[src/rtl/dlfloat_pkg.sv]
// Shared DLFloat16 constants and the byte-assembly state type.
package dlfloat_pkg;

  localparam int DLF_W = 16;
  localparam logic [DLF_W-1:0] DLF_NAN  = 16'hFFFF;
  localparam logic [DLF_W-1:0] DLF_ZERO = 16'h0000;

  typedef enum logic [0:0] {
    HI_WAIT = 1'b0,
    LO_WAIT = 1'b1
  } dlf_state_e;

endpackage

[src/rtl/dlfloat_result_collector_sync_fifo.sv]
// Synchronous FIFO: head is read straight from storage registers, zero when empty.
module sync_fifo #(
  parameter int WIDTH = 16,
  parameter int DEPTH = 4
) (
  input  logic                     clk,
  input  logic                     rst,
  input  logic                     push,
  input  logic [WIDTH-1:0]         din,
  input  logic                     pop,
  output logic [WIDTH-1:0]         dout,
  output logic                     full,
  output logic                     empty,
  output logic [$clog2(DEPTH):0]   level
);

  localparam int AW = $clog2(DEPTH);
  localparam int LW = AW + 1;

  logic [WIDTH-1:0] mem_q [DEPTH];
  logic [AW-1:0]    wr_ptr_q, wr_ptr_d;
  logic [AW-1:0]    rd_ptr_q, rd_ptr_d;
  logic [LW-1:0]    count_q, count_d;
  logic             pop_en;
  logic             push_en;

  // A full FIFO still takes a push when a pop frees the slot in the same cycle.
  always_comb begin
    pop_en   = pop && !empty;
    push_en  = push && (!full || pop_en);
    wr_ptr_d = wr_ptr_q;
    rd_ptr_d = rd_ptr_q;
    count_d  = count_q;
    if (push_en) begin
      wr_ptr_d = wr_ptr_q + {{(AW-1){1'b0}}, 1'b1};
    end else begin
      wr_ptr_d = wr_ptr_q;
    end
    if (pop_en) begin
      rd_ptr_d = rd_ptr_q + {{(AW-1){1'b0}}, 1'b1};
    end else begin
      rd_ptr_d = rd_ptr_q;
    end
    if (push_en && !pop_en) begin
      count_d = count_q + {{(LW-1){1'b0}}, 1'b1};
    end else if (pop_en && !push_en) begin
      count_d = count_q - {{(LW-1){1'b0}}, 1'b1};
    end else begin
      count_d = count_q;
    end
  end

  always_ff @(posedge clk) begin
    if (rst) begin
      wr_ptr_q <= {AW{1'b0}};
      rd_ptr_q <= {AW{1'b0}};
      count_q  <= {LW{1'b0}};
    end else begin
      wr_ptr_q <= wr_ptr_d;
      rd_ptr_q <= rd_ptr_d;
      count_q  <= count_d;
    end
  end

  always_ff @(posedge clk) begin
    if (push_en && !rst) begin
      mem_q[wr_ptr_q] <= din;
    end
  end

  assign empty = (count_q == {LW{1'b0}});
  assign full  = (count_q == LW'(DEPTH));
  assign level = count_q;
  assign dout  = empty ? {WIDTH{1'b0}} : mem_q[rd_ptr_q];

endmodule

[src/rtl/dlfloat_result_collector.sv]
// Reassembles byte-serialized DLFloat16 results (high byte first) into a FIFO
// with NaN/zero head decode and sticky overflow/resync error flags.
module dlfloat_result_collector
  import dlfloat_pkg::*;
#(
  parameter int DEPTH = 4
) (
  input  logic                     clk,
  input  logic                     rst,
  input  logic [7:0]               byte_in,
  input  logic                     byte_valid,
  input  logic                     frame_start,
  output logic [DLF_W-1:0]         word_out,
  output logic                     word_valid,
  input  logic                     word_ready,
  output logic                     is_nan,
  output logic                     is_zero,
  output logic [$clog2(DEPTH):0]   level,
  output logic                     overflow,
  output logic                     resync_err
);

  dlf_state_e       state_q, state_d;
  logic [7:0]       hi_q, hi_d;
  logic             overflow_q;
  logic             resync_q;
  logic             push;
  logic             resync;
  logic             full;
  logic             empty;
  logic [DLF_W-1:0] head;

  always_ff @(posedge clk) begin
    if (rst) begin
      state_q    <= HI_WAIT;
      hi_q       <= 8'h00;
      overflow_q <= 1'b0;
      resync_q   <= 1'b0;
    end else begin
      state_q    <= state_d;
      hi_q       <= hi_d;
      overflow_q <= overflow_q | (push && full && !(word_ready && !empty));
      resync_q   <= resync_q | resync;
    end
  end

  always_comb begin
    state_d = state_q;
    case (state_q)
      HI_WAIT: begin
        if (byte_valid) state_d = LO_WAIT;
        else            state_d = HI_WAIT;
      end
      LO_WAIT: begin
        if (byte_valid && !frame_start) state_d = HI_WAIT;
        else                            state_d = LO_WAIT;
      end
      default: state_d = HI_WAIT;
    endcase
  end

  // frame_start in LO_WAIT restarts the frame with the new byte as high byte.
  always_comb begin
    push   = 1'b0;
    resync = 1'b0;
    hi_d   = hi_q;
    case (state_q)
      HI_WAIT: begin
        if (byte_valid) hi_d = byte_in;
        else            hi_d = hi_q;
      end
      LO_WAIT: begin
        if (byte_valid && frame_start) begin
          hi_d   = byte_in;
          resync = 1'b1;
        end else if (byte_valid) begin
          push = 1'b1;
        end else begin
          hi_d = hi_q;
        end
      end
      default: begin
        push   = 1'b0;
        resync = 1'b0;
      end
    endcase
  end

  sync_fifo #(
    .WIDTH (DLF_W),
    .DEPTH (DEPTH)
  ) u_fifo (
    .clk   (clk),
    .rst   (rst),
    .push  (push),
    .din   ({hi_q, byte_in}),
    .pop   (word_ready),
    .dout  (head),
    .full  (full),
    .empty (empty),
    .level (level)
  );

  assign word_out   = head;
  assign word_valid = !empty;
  assign is_nan     = !empty && (head == DLF_NAN);
  assign is_zero    = !empty && (head == DLF_ZERO);
  assign overflow   = overflow_q;
  assign resync_err = resync_q;

endmodule

[config.mk]
export PLATFORM = sky130hd
export DESIGN_NAME = dlfloat_result_collector
export DESIGN_NICKNAME = d
export VERILOG_FILES = /design/src/rtl/dlfloat_pkg.sv /design/src/rtl/dlfloat_result_collector_sync_fifo.sv /design/src/rtl/dlfloat_result_collector.sv
export SDC_FILE = /design/constraint.sdc
export NUM_CORES = 1
export LEC_CHECK = 0
export CAP_MARGIN = 0
export CORE_ASPECT_RATIO = 1.4
export CORE_UTILIZATION = 40
export DETAILED_ROUTE_END_ITERATION = 12
export GPL_ROUTABILITY_DRIVEN = 0
export PLACE_DENSITY = 0.62
export REMOVE_ABC_BUFFERS = 1
export SYNTH_ARGS = -nofsm -noshare
export SYNTH_HDL_FRONTEND = slang
export SYNTH_HIERARCHICAL = 1
export SYNTH_SLANG_ARGS = --single-unit
[constraint.sdc]
create_clock -name clk -period 3.7 [get_ports clk]
set_input_delay 1.11 -clock clk [delete_from_list [all_inputs] [get_ports clk]]
set_output_delay 1.11 -clock clk [all_outputs]
set_load 0.02 [all_outputs]
==> impl_results.md <==
* Postcts setup bufs at 0
* Critical Path Start Type: flop
* GRT Total Usage at 15.2%
* Root Driver: clkbuf_16
* Reg2reg path depth at 9
* PD cells at 709 nW/um^2
* Layout area overhead at 25.9%
* Clk_lat worst skew at 340 ps
* RSZ-0062 raised after global routing: false
* Worst-Margin Slew at 423 ps
* Required time of the critical path at 2590 ps
* DRT iter0 DRCs at 92
* Initial antenna violation count at 0
* Multi-input logic area at 1120 sq um
* Layout Utilization at 51.6%
* Layout Skew at 4.09 ps
* Core area at 8560 sq um
* Drt pass-1 iters at 4
* Die H at 113 um
* Vias per inst at 5.15
* GRT Residual Overflow at 0
* ANT nets after route at 0
* Routed WL at 6.12 mm
* Top_reg_cell synth: edfxtp_1
* CTS sink count at 84
* CTS Buffer Depth at 2
* Storage cell area at 2320 sq um
* Initial core utilization at 41.0%
* Post-synth EDFFs at 64
* Nets at 288
* IO Pins at 37
* Final setup fails at 0
* Filler instances at 715
* Critical path class: reg -> out
* Max_cap viols at 0
* Hold crit path type: reg -> reg
* Hold Path Depth at 2
* Mapped cell area at 3510 sq um
* Share of layout cells above drive strength 1 at 29.9%
* Max Slew Vio Count at 0
* Hold Worst Slack at 474 ps
* Crit Path Max Fanout at 12
* Routed WL per cell at 16.1 um
* Vias at 1,950
* Status: finished, final reports clean
* Total CTS buffers at 9
* Max Clock Freq at 0.290 GHz
* Die X at 81.1 um
* Drt drc at 0
* Number of hold buffers added after CTS at 0
* DP HPWL at 4.22 mm
* R2r setup slk at 1480 ps
* Vias in the first global route at 1,961
* Placed Area at 4140 sq um
* Setup TNS Final at 0 ps
* First-pass GRT wire length at 9.96 mm
* Data arrival time of the worst path at 2330 ps
* Largest net degree at the start of global routing at 22
* Final worst slack at 258 ps
* VDD IR max at 0.000492 V
* Ys async rst share at 0%
* Register area share after synthesis at 66.2%
* Die area at 9150 sq um
* Synth top area cells: edfxtp_1 (55%), dfxtp_1 (11%), mux4_2 (10%), nor2b_1 (2.9%), a21oi_2 (2.0%)
* Final min period at 3440 ps
* Yosys top cell by area: edfxtp_1
* Synth cell types at 38
* Gate count of the mapped netlist at 212
* Synth Register Bits at 84
* Dpl ws at 100 ps
* Tcrit/Tclk final at 93.0%
* Ant. Diodes at 0
* Leakage power at 0.00146 uW
* Synth warn at 6
* CP Capture Type: output pin
* Yosys top cell area share at 54.8%
* CTS tree: yes
* Syn_area_per_cell at 16.5 sq um
* Fin. Hold Viols at 0
* Buffers on Ports at 36
* H-tree lvl count at 3
* Max-slew headroom at 71.7%
* CTS clk-pin slew, worst paths at 60 ps
* Num rows at 40
* Synth top cells by count: edfxtp_1 (64), dfxtp_1 (20), mux4_2 (16), nor2b_1 (16), nor2_1 (10)
* Top-count cell post-synth: edfxtp_1
* Post-route cell area at 4420 sq um
==> final timing paths <==
check                         end             from
setup / recovery           is_nan             flop
hold / removal         resync_err       resync_err
setup reg to reg  u_fifo/level[2]  u_fifo/level[2]
hold reg to reg        resync_err       resync_err
==> metrics by stage <==
step	instances	power [uW]
after CTS	379	3170
final	379	3130
after floorplan	203	1770
after global routing	379	3300
after global placement	363	2330
after detailed placement	363	2350
==> per-layer routing <==
layer  vias to the layer above  wire length, um  part of all wire [%]  GRT usage [%]
met1                       972             2590                    42           17.3
met3                         9              233                   3.8           3.95
li1                        928                -                     -              -
met4                         0              123                   2.0           7.14
met2                        41             3170                    52           26.1
met5                         -                0                     0              0
==> sequential cells by signal, indices dropped and copies added (netlist names), named ones only <==
name / count
hi_q: 8
overflow: 1
resync_err: 1
state_q: 1
u_fifo/level: 3
u_fifo/mem_q: 64
u_fifo/rd_ptr_q: 2
u_fifo/wr_ptr_q: 2
==> worst max-delay path: stages (launching register included) <==
cell	delay, ps
dfxtp_1	330
buf_12	160
mux4_2	350
nor2b_1	240
and4_1	220
nand3_1	90
nor4_2	240
dlygate4sd2_1	350
==> cells by family (layout without fill, tap and decap cells) <==
kind of cell,Yosys count,in the layout,share of synthesized area [%]
compound gates,24,24,5.60
xor+xnor,3,3,0.749
fa+ha+maj,6,6,2.35
buf+inv,16,78,2.71
flops,84,84,66.2
mux,19,19,11.3
simple gates,60,60,11.1
==> cells in the final DEF, fill, tap and decap left out, drive strengths merged, types with 2 or more instances in the layout <==
cell | netlist | routed
ha | 5 | 5
a31oi | 2 | 2
clkdlybuf4s50 | 0 | 34
edfxtp | 64 | 64
mux2i | 2 | 2
clkbuf | 2 | 11
nand2b | 3 | 3
nor2 | 10 | 10
inv | 6 | 7
or3 | 2 | 2
nand3b | 8 | 8
nor3b | 4 | 4
mux4 | 16 | 16
clkinv | 0 | 3
nand4 | 3 | 3
nor3 | 2 | 2
nor4 | 5 | 5
clkinvlp | 0 | 2
o21ai | 11 | 11
nor2b | 17 | 17
xor2 | 3 | 3
buf | 7 | 19
nand3 | 2 | 2
a21oi | 10 | 10
dfxtp | 20 | 20
==> final cells by class <==
cell class / instances / share of cell area, %
timing repair buffer: 55 / 11.8
clock buffer: 10 / 5.19
clock inverter: 6 / 1.13
sequential: 84 / 52.6
multi-input combinational: 112 / 25.4
tap: 105 / 2.98
inverter: 7 / 0.907
==> what timing repair did <==
item / 4_1_cts / 5_1_grt
cloned: 0 / 0
gates resized for setup: 2 / 4
endpoints found under the setup margin: 2 / 1
==> power breakdown <==
part | total [uW] | switching [uW] | internal [uW]
logic | 1200 | 586 | 617
registers | 1110 | 50.6 | 1060
clock network | 819 | 359 | 460
total | 3130 | 996 | 2130
No activity file was read; power rests on OpenSTA's default activity.
